==> src/rtl/load_store_unit_if.sv <==
// Memory-side bus between the load/store unit (master) and the data memory (slave).
// One request is outstanding at a time; the slave completes it with a single bus_ready pulse.
interface load_store_unit_if #(
  parameter int unsigned WIDTH = 32
);
  localparam int unsigned BE_W = WIDTH / 8;

  logic             bus_req;
  logic             bus_we;
  logic [WIDTH-1:0] bus_addr;
  logic [WIDTH-1:0] bus_wdata;
  logic [BE_W-1:0]  bus_be;
  logic             bus_ready;
  logic [WIDTH-1:0] bus_rdata;

  modport master (
    output bus_req, bus_we, bus_addr, bus_wdata, bus_be,
    input  bus_ready, bus_rdata
  );

  modport slave (
    input  bus_req, bus_we, bus_addr, bus_wdata, bus_be,
    output bus_ready, bus_rdata
  );
endinterface

==> src/rtl/load_store_unit.sv <==
// Load/store unit: turns one core load/store into a single word-aligned bus access,
// stalling the pipeline until the access completes and formatting load data.
module load_store_unit #(
  parameter int unsigned WIDTH = 32
) (
  input  logic               clk,
  input  logic               rst_n,
  input  logic               mem_read,
  input  logic               mem_write,
  input  logic [2:0]         funct3,
  input  logic [WIDTH-1:0]   addr,
  input  logic [WIDTH-1:0]   wdata,
  output logic               stall,
  output logic [WIDTH-1:0]   read_data,
  output logic               load_valid,
  output logic               lsu_fault,
  load_store_unit_if.master  bus
);

  localparam int unsigned BE_W = WIDTH / 8;

  typedef enum logic [1:0] {
    IDLE   = 2'd0,
    ACCESS = 2'd1,
    DONE   = 2'd2
  } state_e;

  state_e           state_q, state_d;
  logic             bus_req_q, bus_req_d;
  logic             bus_we_q, bus_we_d;
  logic [WIDTH-1:0] bus_addr_q, bus_addr_d;
  logic [WIDTH-1:0] bus_wdata_q, bus_wdata_d;
  logic [BE_W-1:0]  bus_be_q, bus_be_d;
  logic [WIDTH-1:0] read_data_q, read_data_d;
  logic             load_valid_q, load_valid_d;
  logic [2:0]       ld_f3_q, ld_f3_d;
  logic [1:0]       ld_off_q, ld_off_d;

  logic             any_req;
  logic             access_bad;
  logic             req_ok;
  logic [BE_W-1:0]  be_c;
  logic [WIDTH-1:0] wdata_lanes_c;
  logic [WIDTH-1:0] lane_c;
  logic [WIDTH-1:0] load_fmt_c;

  // Request legality: both strobes, reserved encodings and misalignment all fault.
  always_comb begin
    any_req    = mem_read | mem_write;
    access_bad = 1'b0;
    if (mem_read && mem_write) begin
      access_bad = 1'b1;
    end
    if (funct3 inside {3'b011, 3'b110, 3'b111}) begin
      access_bad = 1'b1;
    end
    if (mem_write && funct3[2]) begin
      access_bad = 1'b1;
    end
    if ((funct3[1:0] == 2'b01) && addr[0]) begin
      access_bad = 1'b1;
    end
    if ((funct3[1:0] == 2'b10) && (addr[1:0] != 2'b00)) begin
      access_bad = 1'b1;
    end
    lsu_fault = (state_q == IDLE) && any_req && access_bad;
    req_ok    = (state_q == IDLE) && (mem_read ^ mem_write) && !access_bad;
    stall     = req_ok || (state_q == ACCESS);
  end

  // Byte enables and lane-replicated store data for the requested access size.
  always_comb begin
    be_c          = BE_W'(4'b1111);
    wdata_lanes_c = wdata;
    unique case (funct3[1:0])
      2'b00: begin
        be_c          = BE_W'(4'b0001 << addr[1:0]);
        wdata_lanes_c = WIDTH'({4{wdata[7:0]}});
      end
      2'b01: begin
        be_c          = BE_W'(4'b0011 << {addr[1], 1'b0});
        wdata_lanes_c = WIDTH'({2{wdata[15:0]}});
      end
      default: begin
        be_c          = BE_W'(4'b1111);
        wdata_lanes_c = wdata;
      end
    endcase
  end

  // Pick the addressed lane out of the returned word and extend it.
  always_comb begin
    lane_c = bus.bus_rdata >> {ld_off_q, 3'b000};
    unique case (ld_f3_q)
      3'b000:  load_fmt_c = {{(WIDTH-8){lane_c[7]}}, lane_c[7:0]};
      3'b001:  load_fmt_c = {{(WIDTH-16){lane_c[15]}}, lane_c[15:0]};
      3'b100:  load_fmt_c = {{(WIDTH-8){1'b0}}, lane_c[7:0]};
      3'b101:  load_fmt_c = {{(WIDTH-16){1'b0}}, lane_c[15:0]};
      default: load_fmt_c = lane_c;
    endcase
  end

  // Next-state and registered-output logic.
  always_comb begin
    state_d      = state_q;
    bus_req_d    = bus_req_q;
    bus_we_d     = bus_we_q;
    bus_addr_d   = bus_addr_q;
    bus_wdata_d  = bus_wdata_q;
    bus_be_d     = bus_be_q;
    read_data_d  = read_data_q;
    load_valid_d = 1'b0;
    ld_f3_d      = ld_f3_q;
    ld_off_d     = ld_off_q;

    unique case (state_q)
      IDLE: begin
        if (req_ok) begin
          state_d     = ACCESS;
          bus_req_d   = 1'b1;
          bus_we_d    = mem_write;
          bus_addr_d  = {addr[WIDTH-1:2], 2'b00};
          bus_wdata_d = mem_write ? wdata_lanes_c : '0;
          bus_be_d    = be_c;
          ld_f3_d     = funct3;
          ld_off_d    = addr[1:0];
        end
      end
      ACCESS: begin
        if (bus.bus_ready) begin
          state_d   = DONE;
          bus_req_d = 1'b0;
          bus_we_d  = 1'b0;
          bus_be_d  = '0;
          if (!bus_we_q) begin
            read_data_d  = load_fmt_c;
            load_valid_d = 1'b1;
          end
        end
      end
      // The core still holds its request here; returning straight to IDLE
      // gives it the cycle it needs to advance past the instruction.
      DONE: begin
        state_d = IDLE;
      end
      default: begin
        state_d = IDLE;
      end
    endcase
  end

  always_ff @(posedge clk or negedge rst_n) begin
    if (!rst_n) begin
      state_q      <= IDLE;
      bus_req_q    <= 1'b0;
      bus_we_q     <= 1'b0;
      bus_addr_q   <= '0;
      bus_wdata_q  <= '0;
      bus_be_q     <= '0;
      read_data_q  <= '0;
      load_valid_q <= 1'b0;
      ld_f3_q      <= 3'b000;
      ld_off_q     <= 2'b00;
    end else begin
      state_q      <= state_d;
      bus_req_q    <= bus_req_d;
      bus_we_q     <= bus_we_d;
      bus_addr_q   <= bus_addr_d;
      bus_wdata_q  <= bus_wdata_d;
      bus_be_q     <= bus_be_d;
      read_data_q  <= read_data_d;
      load_valid_q <= load_valid_d;
      ld_f3_q      <= ld_f3_d;
      ld_off_q     <= ld_off_d;
    end
  end

  assign bus.bus_req   = bus_req_q;
  assign bus.bus_we    = bus_we_q;
  assign bus.bus_addr  = bus_addr_q;
  assign bus.bus_wdata = bus_wdata_q;
  assign bus.bus_be    = bus_be_q;
  assign read_data     = read_data_q;
  assign load_valid    = load_valid_q;

endmodule
==> src/flat_wrapper.sv <==
// flat-port wrapper written by rule: the top's interface ports become plain ports
module load_store_unit_flat 
#(
  parameter int unsigned WIDTH = 32
)
  (clk, rst_n, mem_read, mem_write, funct3, addr, wdata, stall, read_data, load_valid, lsu_fault, bus_bus_req, bus_bus_we, bus_bus_addr, bus_bus_wdata, bus_bus_be, bus_bus_ready, bus_bus_rdata);
  load_store_unit_if #(.WIDTH(WIDTH)) bus_i ();
  input  logic clk;
  input  logic rst_n;
  input  logic mem_read;
  input  logic mem_write;
  input  logic [2:0] funct3;
  input  logic [WIDTH-1:0] addr;
  input  logic [WIDTH-1:0] wdata;
  output logic stall;
  output logic [WIDTH-1:0] read_data;
  output logic load_valid;
  output logic lsu_fault;
  output wire logic [$bits(bus_i.bus_req)-1:0] bus_bus_req;
  output wire logic [$bits(bus_i.bus_we)-1:0] bus_bus_we;
  output wire logic [$bits(bus_i.bus_addr)-1:0] bus_bus_addr;
  output wire logic [$bits(bus_i.bus_wdata)-1:0] bus_bus_wdata;
  output wire logic [$bits(bus_i.bus_be)-1:0] bus_bus_be;
  input wire logic [$bits(bus_i.bus_ready)-1:0] bus_bus_ready;
  input wire logic [$bits(bus_i.bus_rdata)-1:0] bus_bus_rdata;
  assign bus_bus_req = bus_i.bus_req;
  assign bus_bus_we = bus_i.bus_we;
  assign bus_bus_addr = bus_i.bus_addr;
  assign bus_bus_wdata = bus_i.bus_wdata;
  assign bus_bus_be = bus_i.bus_be;
  assign bus_i.bus_ready = bus_bus_ready;
  assign bus_i.bus_rdata = bus_bus_rdata;
  load_store_unit #(.WIDTH(WIDTH)) u_core (.clk(clk), .rst_n(rst_n), .mem_read(mem_read), .mem_write(mem_write), .funct3(funct3), .addr(addr), .wdata(wdata), .stall(stall), .read_data(read_data), .load_valid(load_valid), .lsu_fault(lsu_fault), .bus(bus_i));
endmodule
==> config.mk <==
export PLATFORM = sky130hd
export DESIGN_NAME = load_store_unit_flat
export DESIGN_NICKNAME = d
export VERILOG_FILES = /design/src/rtl/load_store_unit_if.sv /design/src/rtl/load_store_unit.sv /design/src/flat_wrapper.sv
export SDC_FILE = /design/constraint.sdc
export NUM_CORES = 1
export LEC_CHECK = 0
export CORE_ASPECT_RATIO = 1.4
export CORE_MARGIN = 2
export CORE_UTILIZATION = 47
export CTS_CLUSTER_DIAMETER = 150
export DETAILED_ROUTE_END_ITERATION = 10
export GPL_ROUTABILITY_DRIVEN = 0
export PLACE_DENSITY = 0.87
export SKIP_LAST_GASP = 1
export SYNTH_ARGS = -nofsm -noshare
export SYNTH_HDL_FRONTEND = slang
export SYNTH_SLANG_ARGS = --single-unit
==> constraint.sdc <==
create_clock -name clk -period 6.4 [get_ports clk]
set_clock_uncertainty 0.15 [all_clocks]
set_input_delay 1.28 -clock clk [delete_from_list [all_inputs] [get_ports clk]]
set_output_delay 1.28 -clock clk [all_outputs]
set_load 0.05 [all_outputs]
==> results.ini <==
[cells_and_area]
nets = 777
drive_above_1_share_pct = 5.473
area_delta_synth_final_pct = 47.13
n_fill_cell = 765
stdcell_area_mm2 = 0.007503
antenna_cells = 0

[yosys]
synth_cells = 483
syn-mean-instance-area_um2 = 10.56
synth_top_area_cell = dfrtp_1
async_reset_ff_share_pct = 100.0
synth_seq_cells = 108
synth_edf_count = 0
synth_ff_type = dfrtp_1
synth.most_common_cell = dfrtp_1
ys_types = 40
synth_top_cells_by_count = dfrtp_1 (108), nand2_1 (69), mux2i_1 (41), nor2_1 (37), mux2_1 (35)
netlist_area_mm2 = 0.005100
ys_top_cells_by_area = dfrtp_1 (53%), mux2i_1 (8.0%), mux2_1 (7.7%)
ys_seq_area_share_pct = 52.99
synth_top_area_share_pct = 52.99
synth_warnings = 0

[clocking]
ctsLongestPathBuffers = 2
clkTransAtPathRegs_ns = 0.07
cts_repair_resize_count = 0
insertion_delay_ns = 0.34
cts_buffers = 9
clock-sinks = 108
cts_hold_buf = 0
postCtsSetupBuffers = 0
h-tree-depth = 3
cts_tree = yes
cts_root_buf = clkbuf_16

[placed_design]
dp_hpwl_um = 11110
io_buffer_count = 206
place_area_mm2 = 0.007216
place_ws_ns = 1.291

[floorplanning]
io_pins = 209
start_util_pct = 47.67
core.rowCount = 45
die_area_mm2 = 0.01171
coreArea_mm2 = 0.01070
die_w_um = 92.04
die_h_um = 127.3

[timing]
slew_violations = 0
maxSlewHeadroom_pct = 23.54
rsz0062_at_grt = false
timing.final.crit_share_pct = 80.20
fin_tns_setup_ns = 0
max_freq_ghz = 0.1948
setup-violations-final = 0
setup_ws_ns = 1.267
whs_ns = 0.3323
hold_violations = 0
min_period_ns = 5.133
tightestPinTransition_ns = 1.147

[detailed_routing]
vias = 4418
final_antenna_net_count = 0
viasPerCell = 5.408
firstDrtPassIters = 5
drt_iter0_drc = 202
wl_per_cell_um = 18.09
drc_errors = 0
routed_wl_um = 14780

[global_routing]
overflow = 0
grt_start_max_net_pins = 109
grt_pass1_wl_um = 23490
grt_use_total_pct = 25.62
grt_pass1_vias = 4720
grt_antenna_before_repair = 0

[pwr]
comb_power_share_pct = 53.7
intPower_mw = 1.873
seqPwrFrac_pct = 31.1
p_leak_nw = 3.259
p_per_area_mw_per_mm2 = 471.4
p_sw_mw = 1.664
vdd_drop_max_mv = 0.2858
finalPower_mw = 3.537
p_sw_share_pct = 47.03
p_clk_share_pct = 15.1

[critical_path]
worstSetupStartpointType = input pin
worstSetupPathType = input pin to output port
arrival_ns = 3.70
cp-end-kind = output port
crit_required_ns = 4.97
critPathMaxFanout = 14

[flow_run]
drv_cap = 0

[worst_hold_path]
holdCritPathClass = flop to flop

[status]
status = finished, final reports clean

==> critical path: stages <==
cell and delay [ns]:
clkdlybuf4s50_1 0.93, a21oi_1 0.24, nor2_1 0.15, nor3b_1 0.07
nor4_1 0.17, clkdlybuf4s50_1 0.85
==> power by group through the flow <==
stage | Clock [mW] | Sequential [mW] | Combinational [mW]
after floorplan | 0 | 1.90 | 0.414
after global placement | 0 | 1.10 | 1.88
after detailed placement | 0 | 1.11 | 1.90
after CTS | 0.547 | 1.10 | 1.91
after global routing | 0.575 | 1.13 | 1.99
final | 0.535 | 1.10 | 1.90
==> placed cells by master, fill, tap and decap left out, types with 3 or more instances in the layout <==
cell             instances
nand2_1                 69
mux2_1                  35
nor2b_1                  3
clkbuf_16                9
mux2i_1                 41
buf_4                    8
o21ai_0                 25
nand2b_1                 4
clkdlybuf4s50_1        204
o31ai_1                 24
dfrtp_1                108
and2_1                   7
mux2_2                   8
nand3_1                 31
nor2_1                  37
a21oi_1                 25
o2bb2ai_1                4
==> routing by layer <==
| layer | vias up | GRT usage [%] | routed length, um |
|---|---|---|---|
| li1 | 2053 | - | - |
| met4 | 0 | 11.85 | 540 |
| met5 | - | 0 | 0 |
| met1 | 2116 | 28.70 | 5350 |
| met3 | 33 | 8.019 | 1363 |
| met2 | 216 | 44.46 | 7526 |
==> worst paths after layout <==
path,depth (start not counted),to,slack [ns],from
min in group asynchronous,1,u_core.read_data[10],0.78,rst_n
hold reg to reg,2,u_core.bus.bus_wdata[13],0.33,u_core.bus.bus_wdata[13]
setup reg to reg,3,u_core.read_data[23],3.41,u_core.ld_off_q[1]
setup / recovery,6,lsu_fault,1.27,funct3[0]
max in group asynchronous,2,u_core.bus.bus_be[0],4.09,rst_n
hold / removal,2,u_core.bus.bus_wdata[13],0.33,u_core.bus.bus_wdata[13]
==> cell families after synthesis <==
| kind of cell | synth area share (%) |
|---|---|
| flip-flops | 52.99 |
| buffers and inverters | 3.729 |
| adder cells (fa/ha/maj) | 0.4906 |
| AO/OA/AOI/OAI | 10.48 |
| other | 0.07353 |
| AND/OR/NAND/NOR | 14.18 |
| multiplexers | 18.06 |
==> stage by stage <==
step / utilization, % / cells
after CTS: 70.14 / 817
after global routing: 70.14 / 817
after floorplan: - / 484
after global placement: 67.45 / 801
final: 70.14 / 817
after detailed placement: 67.45 / 801
==> area by class of cell <==
cell class                 count  area [um^2]  area share (%)
clock buffer                  12        256.5           3.418
tap                          141        176.4           2.351
sequential                   108         2703           36.02
timing repair buffer         212         2102           28.01
inverter                       4        15.01          0.2001
clock inverter                 4        31.28          0.4169
multi-input combinational    336         2220           29.58
==> flip-flops by register name, indices dropped and copies added (netlist names) <==
| register | count |
|---|---|
| u_core.bus.bus_addr | 30 |
| u_core.bus.bus_be | 4 |
| u_core.bus.bus_req | 1 |
| u_core.bus.bus_wdata | 32 |
| u_core.bus.bus_we | 1 |
| u_core.ld_f3_q | 3 |
| u_core.ld_off_q | 2 |
| u_core.load_valid | 1 |
| u_core.read_data | 32 |
| u_core.state_q | 2 |
Note: power is estimated with default switching activity, not from simulation.
